$ cat src/rtl/uart_alu_interface.sv
// rtl/uart_alu_interface.sv - UART frame assembler feeding a combinational ALU and launching the result transmit
module uart_alu_interface #(
    parameter int NBIT_DATA      = 8,
    parameter int NBIT_OPCODE    = 6,
    parameter int TIMEOUT_CYCLES = 50000000
) (
    input  logic                   CLK,
    input  logic                   reset,
    input  logic [NBIT_DATA-1:0]   rx_data,
    input  logic                   rx_done_tick,
    input  logic                   tx_done_tick,
    input  logic [NBIT_DATA-1:0]   alu_result,
    output logic [NBIT_DATA-1:0]   alu_a,
    output logic [NBIT_DATA-1:0]   alu_b,
    output logic [NBIT_OPCODE-1:0] alu_op,
    output logic [NBIT_DATA-1:0]   tx_data,
    output logic                   tx_start,
    output logic                   busy,
    output logic                   timeout_err,
    output logic                   overrun_err
);

    localparam int CNT_W = $clog2(TIMEOUT_CYCLES);

    typedef enum logic [2:0] {
        WAIT_A,
        WAIT_B,
        WAIT_OP,
        LOAD,
        WAIT_TX
    } state_t;

    state_t            state;
    state_t            state_next;
    logic [CNT_W-1:0]  tmo_cnt;
    logic              in_frame;
    logic              tmo_expire;
    logic              load_a;
    logic              load_b;
    logic              load_op;
    logic              load_tx;
    logic              overrun_set;

    // A byte arriving on the expiry cycle takes priority over the timeout.
    assign in_frame   = (state == WAIT_B) || (state == WAIT_OP);
    assign tmo_expire = in_frame && !rx_done_tick && (tmo_cnt == CNT_W'(TIMEOUT_CYCLES - 1));

    always_ff @(posedge CLK or negedge reset) begin
        if (!reset) begin
            state <= WAIT_A;
        end else begin
            state <= state_next;
        end
    end

    always_comb begin
        state_next = state;
        case (state)
            WAIT_A: begin
                if (rx_done_tick) state_next = WAIT_B;
            end
            WAIT_B: begin
                if (rx_done_tick)    state_next = WAIT_OP;
                else if (tmo_expire) state_next = WAIT_A;
            end
            WAIT_OP: begin
                if (rx_done_tick)    state_next = LOAD;
                else if (tmo_expire) state_next = WAIT_A;
            end
            LOAD: begin
                state_next = WAIT_TX;
            end
            WAIT_TX: begin
                if (tx_done_tick) state_next = WAIT_A;
            end
            default: state_next = WAIT_A;
        endcase
    end

    always_comb begin
        busy        = (state != WAIT_A);
        load_a      = (state == WAIT_A)  && rx_done_tick;
        load_b      = (state == WAIT_B)  && rx_done_tick;
        load_op     = (state == WAIT_OP) && rx_done_tick;
        load_tx     = (state == LOAD);
        overrun_set = rx_done_tick && ((state == LOAD) || (state == WAIT_TX));
    end

    always_ff @(posedge CLK or negedge reset) begin
        if (!reset) begin
            alu_a       <= '0;
            alu_b       <= '0;
            alu_op      <= '0;
            tx_data     <= '0;
            tx_start    <= 1'b0;
            timeout_err <= 1'b0;
            overrun_err <= 1'b0;
        end else begin
            if (load_a)  alu_a   <= rx_data;
            if (load_b)  alu_b   <= rx_data;
            if (load_op) alu_op  <= rx_data[NBIT_OPCODE-1:0];
            if (load_tx) tx_data <= alu_result;
            tx_start    <= load_tx;
            timeout_err <= tmo_expire;
            if (overrun_set) overrun_err <= 1'b1;
        end
    end

    // Counter only runs between bytes of a frame; any other state holds it at zero.
    always_ff @(posedge CLK or negedge reset) begin
        if (!reset) begin
            tmo_cnt <= '0;
        end else if (in_frame && !rx_done_tick && !tmo_expire) begin
            tmo_cnt <= tmo_cnt + CNT_W'(1);
        end else begin
            tmo_cnt <= '0;
        end
    end

endmodule
$ cat config.mk
export PLATFORM = sky130hd
export DESIGN_NAME = uart_alu_interface
export DESIGN_NICKNAME = d
export VERILOG_FILES = /design/src/rtl/uart_alu_interface.sv
export SDC_FILE = /design/constraint.sdc
export NUM_CORES = 1
export LEC_CHECK = 0
export ABC_AREA = 1
export CAP_MARGIN = 20
export CORE_ASPECT_RATIO = 0.9
export CORE_MARGIN = 4
export CORE_UTILIZATION = 25
export DETAILED_ROUTE_END_ITERATION = 6
export PLACE_DENSITY = 0.46
export SLEW_MARGIN = 20
export SYNTH_ARGS = -nofsm -noshare
export SYNTH_HDL_FRONTEND = slang
export SYNTH_SLANG_ARGS = --single-unit
$ cat constraint.sdc
create_clock -name CLK -period 1.55 [get_ports CLK]
set_input_delay 0.31 -clock CLK [delete_from_list [all_inputs] [get_ports CLK]]
set_output_delay 0.31 -clock CLK [all_outputs]
set_load 0.01 [all_outputs]
# Word level (Yosys, flattened, before mapping)
# Cells that the tools add are included.
[totals] reg_bits=62 input_bits=20 elab_cells=38 out_inout_bits=34
[op_classes] add_sub_neg=1 n_mux=7 n_eq_ne=7 n_reduce_logical=14
[op_table] operator="26-bit by 1-bit adder with 26-bit output (second input constant)" n=1
[op_table] operator="26-bit equality test (second input constant)" n=1
[op_table] operator="26-bit two-way mux" n=1
[op_table] operator="3-bit two-way mux" n=5
[op_table] operator="3-bit case mux with 5 select lines" n=1
[op_table] operator="1-bit logical AND" n=7
[op_table] operator="3-bit by 2-bit equality test with 1-bit output (second input constant)" n=2
[op_table] operator="2-bit != test (second input constant)" n=2
[op_table] operator="3-bit by 1-bit equality test with 1-bit output (second input constant)" n=1
[op_table] operator="3-bit equality test (second input constant)" n=1
[op_table] operator="3-bit zero test" n=1
[op_table] operator="3-bit nonzero test" n=1
[op_table] operator="1-bit zero test" n=2
[op_table] operator="1-bit logical OR" n=2
[op_table] operator="2-bit AND reduction" n=1

# Logic depth before layout (Yosys ltp)
# Gate-level depths: netlist of run 1.
[depth] ltp_word=7 depth_mapped=9 depth_no_buf=9

# Worst setup path after synthesis of run 1
# Ideal clock, no wire load.
[synth_path] path_type="reg-to-reg" startpoint="register tmo_cnt[0]" endpoint="register tmo_cnt[14]" path_stages_with_launch=10 t_arrival_ns=1.332 n_path_buf=1 required_ns=1.430 slack_ns=0.098 setup_time_ns=0.120 cell_sequence="dfrtp_1 > ha_1 > nand3_2 > clkinv_2 > nand2_1 > nor2_2 > nand2_2 > nand2_4 > buf_6 > nor2_1"
[synth_via] elab_chain_cells=5 elab_cells_between_ends=6
[synth_lines] element="from (decl)" line_no="35" text="logic [CNT_W-1:0] tmo_cnt;"
[synth_lines] element="from (signal assigned)" line_no="114" text="tmo_cnt <= tmo_cnt + CNT_W'(1);"
[synth_lines] element="branches (longest 4 deep; another with 26-bit by 1-bit adder with 26-bit output)"
[synth_lines] element="26-bit two-way mux (*)" line_no="113" text="end else if (in_frame && !rx_done_tick && !tmo_expire) begin"
# Mark *: on every way between the ends.
# A chain may end at the register's enable or synchronous reset.

# Worst setup path in the final report of run 1
[layout_path] startpoint="register tx_data[7]" endpoint="output tx_data[7]"
[layout_lines] element="from (decl)" line_no="16" text="output logic [NBIT_DATA-1:0] tx_data,"
[layout_lines] element="from (signal assigned)" line_no="102" text="if (load_tx) tx_data <= alu_result;"
# No word-level cell between the ends.

==> metrics.md, run 1 <==
| Metric | Value |
|---|---|
| Outcome | `finished clean` |
| Clk sinks | `62` |
| Count leader, synth | `nand2_1` |
| Data required time of the worst path | `1.24 ns` |
| Synth Area in Adders | `0.00415` |
| N_diodes | `0` |
| Power density cells | `1530 nW/µm²` |
| Highest Clock Rate | `0.662 GHz` |
| R2R setup slack | `0.07 ns` |
| Io pins | `54` |
| Fin area | `4380 µm²` |
| Worst setup SP type | `register` |
| Starting Density | `0.260` |
| Worst path top cell family by delay | `buffers and inverters` |
| Largest net degree at the start of global routing | `34` |
| Post-Syn Instances | `371` |
| HP Class | `input port to asynchronous set/reset pin` |
| Die Area | `13,900 µm²` |
| First-pass GRT wire length | `13,400 µm` |
| Antenna violations before repair | `0` |
| Share of cells above drive strength 1 | `0.200` |
| Grt ovf | `0` |
| Period Utilization, post-route | `0.975` |
| Core ar. | `11,600 µm²` |
| Iter 0 DRT Violations | `135` |
| Post-Syn Area per Cell | `8.13 µm²` |
| Non-Filler Instances | `622` |
| Simple-gate area share of the yosys netlist | `0.315` |
| Vias in the first global route | `2,660` |
| Maximum VDD drop | `0.000637 V` |
| Fillers | `1,180` |
| Final hold vios | `0` |
| CTS tree | `yes` |
| Commonest cells post-synth | `nand2_1 (106), dfrtp_1 (62), nor2_1 (52)` |
| DRC viols | `0` |
| Hold slack | `0.428 ns` |
| Via Count | `2,676` |
| Wire per inst | `13.3 µm` |
| Setup violations, final | `0` |
| Placed inst area | `3900 µm²` |
| Critical path arrival | `1.20 ns` |
| Vias per std cell | `4.30` |
| Critical Path Max Stage Delay | `0.53 ns` |
| Clock latency on the worst-skew pair | `0.33 ns` |
| XOR/XNOR Fraction of Synth Area | `0.0290` |
| Top post-synthesis cells by area | `dfrtp_1 (51%), nand2_1 (13%), nor2_1 (6.5%)` |
| CP Class | `register to output pin` |
| Asr flop ratio synth | `1.00` |
| Tmin final | `1.51 ns` |
| Top Usage Layer GRT | `met2` |
| R2r startpoint | `tmo_cnt[1]$_DFF_PN0_` |
| CP max stage cell | `clkdlybuf4s50_1` |
| Synth unique cells | `34` |
| Worst-path clk slew | `0.05 ns` |
| Warnings, synthesis | `0` |
| Skew final | `0.00922 ns` |
| Syn Nets | `392` |
| Synthesized area | `3020 µm²` |
| Number of flops mapped to enable cells by yosys | `0` |
| GPL Wtd Cong | `0.875` |
| Setup crit end kind | `output pin` |
| WL final | `8270 µm` |
| Worst-path fanout max | `2` |
| Largest area contributor in the netlist | `dfrtp_1` |
| Synth Area in Compound Gates | `0.0692` |
| DRT antenna net count | `0` |
| Std-Cell Rows | `37` |
| IO buf count | `53` |
| Top_reg_cell synth | `dfrtp_1` |
| First drt pass iteration count | `4` |
| Global-route usage over all layers | `0.124` |
| WP buf/inv | `1` |
| Max-slew headroom | `0.749` |
| Mux contribution to synthesized area | `0` |
| Die width | `124 µm` |
| Combinational family with the most area after synthesis | `simple AND/OR/NAND/NOR gates` |
| Met2 GRT Util | `0.186` |
| Synth Register Bits | `62` |
| Area growth from synthesis to layout | `45.3%` |
| CTS root buf | `clkbuf_16` |
| Top cell type's share of synthesized area | `0.514` |
| P_leak | `2.00 nW` |
| DP HPWL | `5830 µm` |
| Reg2reg path depth | `8` |
| Max clock buf depth | `2` |
| R2r endpoint | `tmo_cnt[10]$_DFF_PN0_` |
| Nets@finish | `482` |
| Worst-path cell chain | `clkdlybuf4s50_1` |
| Grt met3 use | `0.0302` |
| Max cap viols | `0` |
| WP depth | `1` |
| Dpl cells | `599` |
| Global-route met1 utilization | `0.168` |
| Seq/Total Area, Yosys | `0.514` |
| H-tree Lvls | `3` |
| Die Span Y | `112 µm` |
| Measured slew at the worst slew-check pin | `0.377 ns` |
| Pins over their slew limit | `0` |
| Num CTS Buffers | `9` |
| Unrepaired setup endpoints after global routing | `yes` |
## per-stage QoR
| stage | utilization | power (mW) | setup WS (ns) | TNS, ns |
|---|---|---|---|---|
| final | 0.377 | 6.69 | 0.0389 | 0 |
| after global routing | 0.377 | 7.17 | -0.0151 | -0.0295 |
| after CTS | 0.364 | 6.71 | -0.00620 | -0.00990 |
| after detailed placement | 0.335 | 4.65 | -0.0470 | -0.114 |
| after global placement | 0.335 | 4.63 | -0.0235 | -0.0650 |
| after floorplan | - | 3.37 | 0.0983 | 0 |
## report_power, final
group | total (mW) | internal [mW] | switching, mW
combinational | 2.22 | 1.03 | 1.20
sequential | 2.31 | 2.07 | 0.241
clock | 2.16 | 1.40 | 0.753
total | 6.69 | 4.50 | 2.19
## metal layers
metal	share of wire	wire length, µm	vias up
met5	0	0	-
li1	-	-	1354
met1	0.49	4050	1267
met2	0.45	3720	43
met4	0.022	184	0
met3	0.038	315	12
## cell families (layout without fill, tap and decap cells)
| kind of cell | count (synthesis) | in the layout |
|---|---|---|
| DFF | 62 | 62 |
| buffers and inverters | 49 | 143 |
| AOI/OAI and AO/OA | 36 | 36 |
| and+or+nand+nor | 213 | 214 |
| xor gates and xnor gates | 10 | 10 |
| adders and majority gates | 1 | 1 |
## how the worst max path moves through the flow
stage,startpoint,end,slack (ns)
2_1_floorplan,tmo_cnt[0]$_DFF_PN0_,tmo_cnt[14]$_DFF_PN0_,0.1
3_3_place_gp,rx_done_tick,tmo_cnt[8]$_DFF_PN0_,-0.02
3_5_place_dp,rx_done_tick,tmo_cnt[8]$_DFF_PN0_,-0.05
4_1_cts,state[0]$_DFFE_PN0P_,tmo_cnt[3]$_DFF_PN0_,-0.006
5_1_grt,tmo_cnt[9]$_DFF_PN0_,tmo_cnt[18]$_DFF_PN0_,-0.02
6_report,tx_data[7]$_DFFE_PN0P_,tx_data[7],0.04
## what timing repair did
item,CTS,global route
setup endpoints to repair,29,38
buffers inserted,3,2
cloned,0,1
hold buffers,1,0
endpoints found under the hold margin,13,0
pin swaps,2,6
gates resized for setup,26,33
## layout by cell type (no fill, tap or decap), types with 9 or more instances in the layout
cell / netlist / layout
dlymetal6s2s_1: 0 / 9
buf_4: 0 / 28
inv_1: 35 / 35
nand3_1: 18 / 16
nor2_1: 52 / 48
clkdlybuf4s50_1: 0 / 21
o21ai_0: 26 / 26
clkbuf_16: 0 / 9
nand2_1: 106 / 105
dfrtp_1: 62 / 59
dlygate4sd2_1: 0 / 21
## layout make-up
class	instances	area [µm²]	area share
clock inverter	6	86.3	0.0197
tap	156	195	0.0445
sequential	62	1560	0.355
multi-input combinational	261	1370	0.313
timing repair buffer	84	777	0.177
clock buffer	10	229	0.0522
inverter	43	170	0.0388
## state kept, by name (all words and copies together), names as in the netlist
| register | flops |
|---|---|
| tx_start | 1 |
| tmo_cnt | 26 |
| state | 3 |
| alu_b | 8 |
| alu_a | 8 |
| alu_op | 6 |
| overrun_err | 1 |
| tx_data | 8 |
| timeout_err | 1 |
(Power assumes the default switching activity.)
==> inputs of run 2 (changes only) <==
Settings changed: CORE_UTILIZATION 25 to 38, HOLD_SLACK_MARGIN from default to 0.06, PLACE_DENSITY 0.46 to 0.63.
==> metrics.md, run 2 (same netlist as run 1, synthesis figures left out) <==
| Metric | Value |
|---|---|
| N_diodes | `0 (unchanged)` |
| Cell mode on critical path | `nor2_4` |
| Skew final | `0.0105 ns (+0.00131 ns)` |
| Critical Path Max Stage Delay | `0.40 ns (-0.13 ns)` |
| Max clock buf depth | `2 (unchanged)` |
| Clk sinks | `62 (unchanged)` |
| Worst-path clk slew | `0.07 ns (+0.02 ns)` |
| CTS tree | `yes` |
| Vias per std cell | `4.73 (+9.9%)` |
| Net Sw Frac | `0.358 (+0.0312)` |
| Via Count | `2,628 (-1.8%)` |
| Critical path arrival | `1.78 ns (+0.58 ns)` |
| Max-slew headroom | `0.781 (+0.0322)` |
| Worst Hold Launch | `overrun_err$_DFFE_PN0P_` |
| H-tree Lvls | `3 (unchanged)` |
| CTS root buf | `clkbuf_8` |
| Max reg flops | `26 (unchanged)` |
| Clock latency on the worst-skew pair | `0.34 ns (about the same)` |
| DRT antenna net count | `0 (unchanged)` |
| Reg with most FFs | `tmo_cnt` |
| Setup violations, final | `0 (unchanged)` |
| Global-route met1 utilization | `0.222 (+0.0538)` |
| Iter 0 DRT Violations | `114 (-16%)` |
| Wire per inst | `13.0 µm (-2.1%)` |
| Core ar. | `7620 µm² (-34%)` |
| CP Class | `register to register` |
| Measured slew at the worst slew-check pin | `0.329 ns (-0.0484 ns)` |
| Antenna violations before repair | `0 (unchanged)` |
| Share of cells above drive strength 1 | `0.187 (-0.0126)` |
| Die width | `102 µm (-18%)` |
| R2r endpoint | `tmo_cnt[6]$_DFF_PN0_` |
| Data required time of the worst path | `1.81 ns (+0.57 ns)` |
| Worst-path fanout max | `5 (+3)` |
| Top Usage Layer GRT | `met2` |
| First drt pass iteration count | `4 (unchanged)` |
| Hold Path Depth | `1` |
| Nets@finish | `477 (-1.0%)` |
| Setup crit end kind | `register` |
| Unrepaired setup endpoints after global routing | `yes` |
| Worst-path cell chain | `ha_4 -> nand3_4 -> nor2_4 -> inv_2 -> nor2_4 -> buf_4 -> nor2_1 -> a211oi_2` |
| Worst Hold End | `overrun_err$_DFFE_PN0P_` |
| Outcome | `finished clean` |
| Period Utilization, post-route | `0.978 (+0.00334)` |
| R2R setup slack | `0.03 ns (-0.04 ns)` |
| Starting Density | `0.396 (+0.136)` |
| Comb pwr share | `0.357 (+0.025)` |
| Largest net degree at the start of global routing | `63 (+85%)` |
| CP max stage cell | `dfrtp_1` |
| P_leak | `1.87 nW (-6.3%)` |
| Power density cells | `1380 nW/µm² (-9.5%)` |
| Maximum VDD drop | `0.000780 V (+22%)` |
| Most common cell after layout, fill and taps aside | `nand2_1` |
| Pins over their slew limit | `0 (unchanged)` |
| Tmin final | `1.52 ns (+0.00518 ns)` |
| Met2 GRT Util | `0.254 (+0.0688)` |
| Area growth from synthesis to layout | `36.3%` |
| Grt ovf | `0 (unchanged)` |
| GPL Wtd Cong | `0.917 (+4.8%)` |
| Highest Clock Rate | `0.659 GHz (-0.34%)` |
| Commonest cells after routing, fill and taps aside | `nand2_1 (105), dfrtp_1 (59), nor2_1 (46)` |
| Std-Cell Rows | `30 (-19%)` |
| Die Span Y | `92.5 µm (-18%)` |
| Max cap viols | `0 (unchanged)` |
| Fillers | `727 (-38%)` |
| Global-route usage over all layers | `0.163 (+0.0384)` |
| HP Class | `register to register` |
| Grt met3 use | `0.0542 (+0.0240)` |
| R2r startpoint | `tmo_cnt[1]$_DFF_PN0_` |
| Clock network power share | `0.231 (-0.091)` |
| DP HPWL | `5160 µm (-11%)` |
| Final hold vios | `0 (unchanged)` |
| Worst setup margin | `0.0337 ns (-0.00518 ns)` |
| IO buf count | `53 (unchanged)` |
| WL final | `7230 µm (-13%)` |
| First-pass GRT wire length | `12,300 µm (-7.9%)` |
| DRC viols | `0 (unchanged)` |
| Worst path top cell family by delay | `simple AND/OR/NAND/NOR gates` |
| Worst setup SP type | `register` |
| Die Area | `9430 µm² (-32%)` |
| Vias in the first global route | `2,686 (+0.98%)` |
| Hold slack | `0.453 ns (+0.0251 ns)` |
| Io pins | `54 (unchanged)` |
| Num CTS Buffers | `9 (unchanged)` |
| Reg power frac | `0.413 (+0.067)` |
| Reg2reg path depth | `8 (unchanged)` |
| Dpl ws | `-0.0819 ns (-0.0349 ns)` |
| Internal | `3.65 mW (-19%)` |
| NetSw | `2.04 mW (-7.0%)` |
| WP buf/inv | `2 (+1)` |
run 2: routing by layer:
metal  vias to the layer above  wire (µm)  share of wire
li1                       1346          -              -
met1                      1224       3460           0.48
met2                        53       3380           0.47
met3                         5        348          0.048
met4                         0         43         0.0059
met5                         -          0              0
run 2: how the worst max path moves through the flow:
stage                    startpoint               endpoint  slack (ns)  cells after the start
2_1_floorplan  tmo_cnt[0]$_DFF_PN0_  tmo_cnt[14]$_DFF_PN0_         0.1                      9
3_3_place_gp           rx_done_tick   state[0]$_DFFE_PN0P_       -0.03                      5
3_5_place_dp           rx_done_tick   tmo_cnt[8]$_DFF_PN0_       -0.08                      4
4_1_cts        state[1]$_DFFE_PN0P_  timeout_err$_DFF_PN0_       -0.01                      6
5_1_grt        tmo_cnt[1]$_DFF_PN0_  tmo_cnt[10]$_DFF_PN0_       -0.06                      8
6_report       tmo_cnt[1]$_DFF_PN0_   tmo_cnt[6]$_DFF_PN0_        0.03                      8
run 2: area by class of cell:
type	instances	area [µm²]	share of cell area
inverters	43	166	0.0405
well taps	96	120	0.0292
clock buffers	11	151	0.0368
flip-flops and latches	62	1560	0.378
multi-input cells	261	1370	0.332
repair buffers	79	722	0.175
clock inverters	4	32.5	0.00791
run 2: metrics by stage:
step                       util  total power, mW  TNS [ns]  instance area [µm²]  instances
after CTS                 0.520             5.68   -0.0109                 3960        550
after global routing      0.540             6.12    -0.133                 4110        556
after global placement    0.496             4.51   -0.0737                 3780        533
after floorplan               -             3.37         0                 3020        371
final                     0.540             5.69         0                 4110        556
after detailed placement  0.496             4.55    -0.316                 3780        533
run 2: timing repair:
item                                    in CTS  in global routing
hold endpoints to repair                    62                  0
resized for setup                           33                 25
pin swaps                                    0                 10
endpoints found under the setup margin      32                 35
setup buffers                                1                  5
cloned                                       0                  1
hold buffers                                 1                  0
run 2: power groups by stage:
stage          clock, mW  combinational [mW]  sequential [mW]
2_1_floorplan          0               0.834             2.53
3_3_place_gp           0                2.16             2.36
3_5_place_dp           0                2.19             2.36
4_1_cts             1.35                1.99             2.34
5_1_grt             1.44                2.26             2.42
6_report            1.31                2.03             2.35
==> inputs of run 3 (changes only) <==
Settings changed: CTS_CLUSTER_DIAMETER from default to 50.
==> results of run 3 <==
Same layout as run 2: the final DEF is identical, and so are final timing and power.
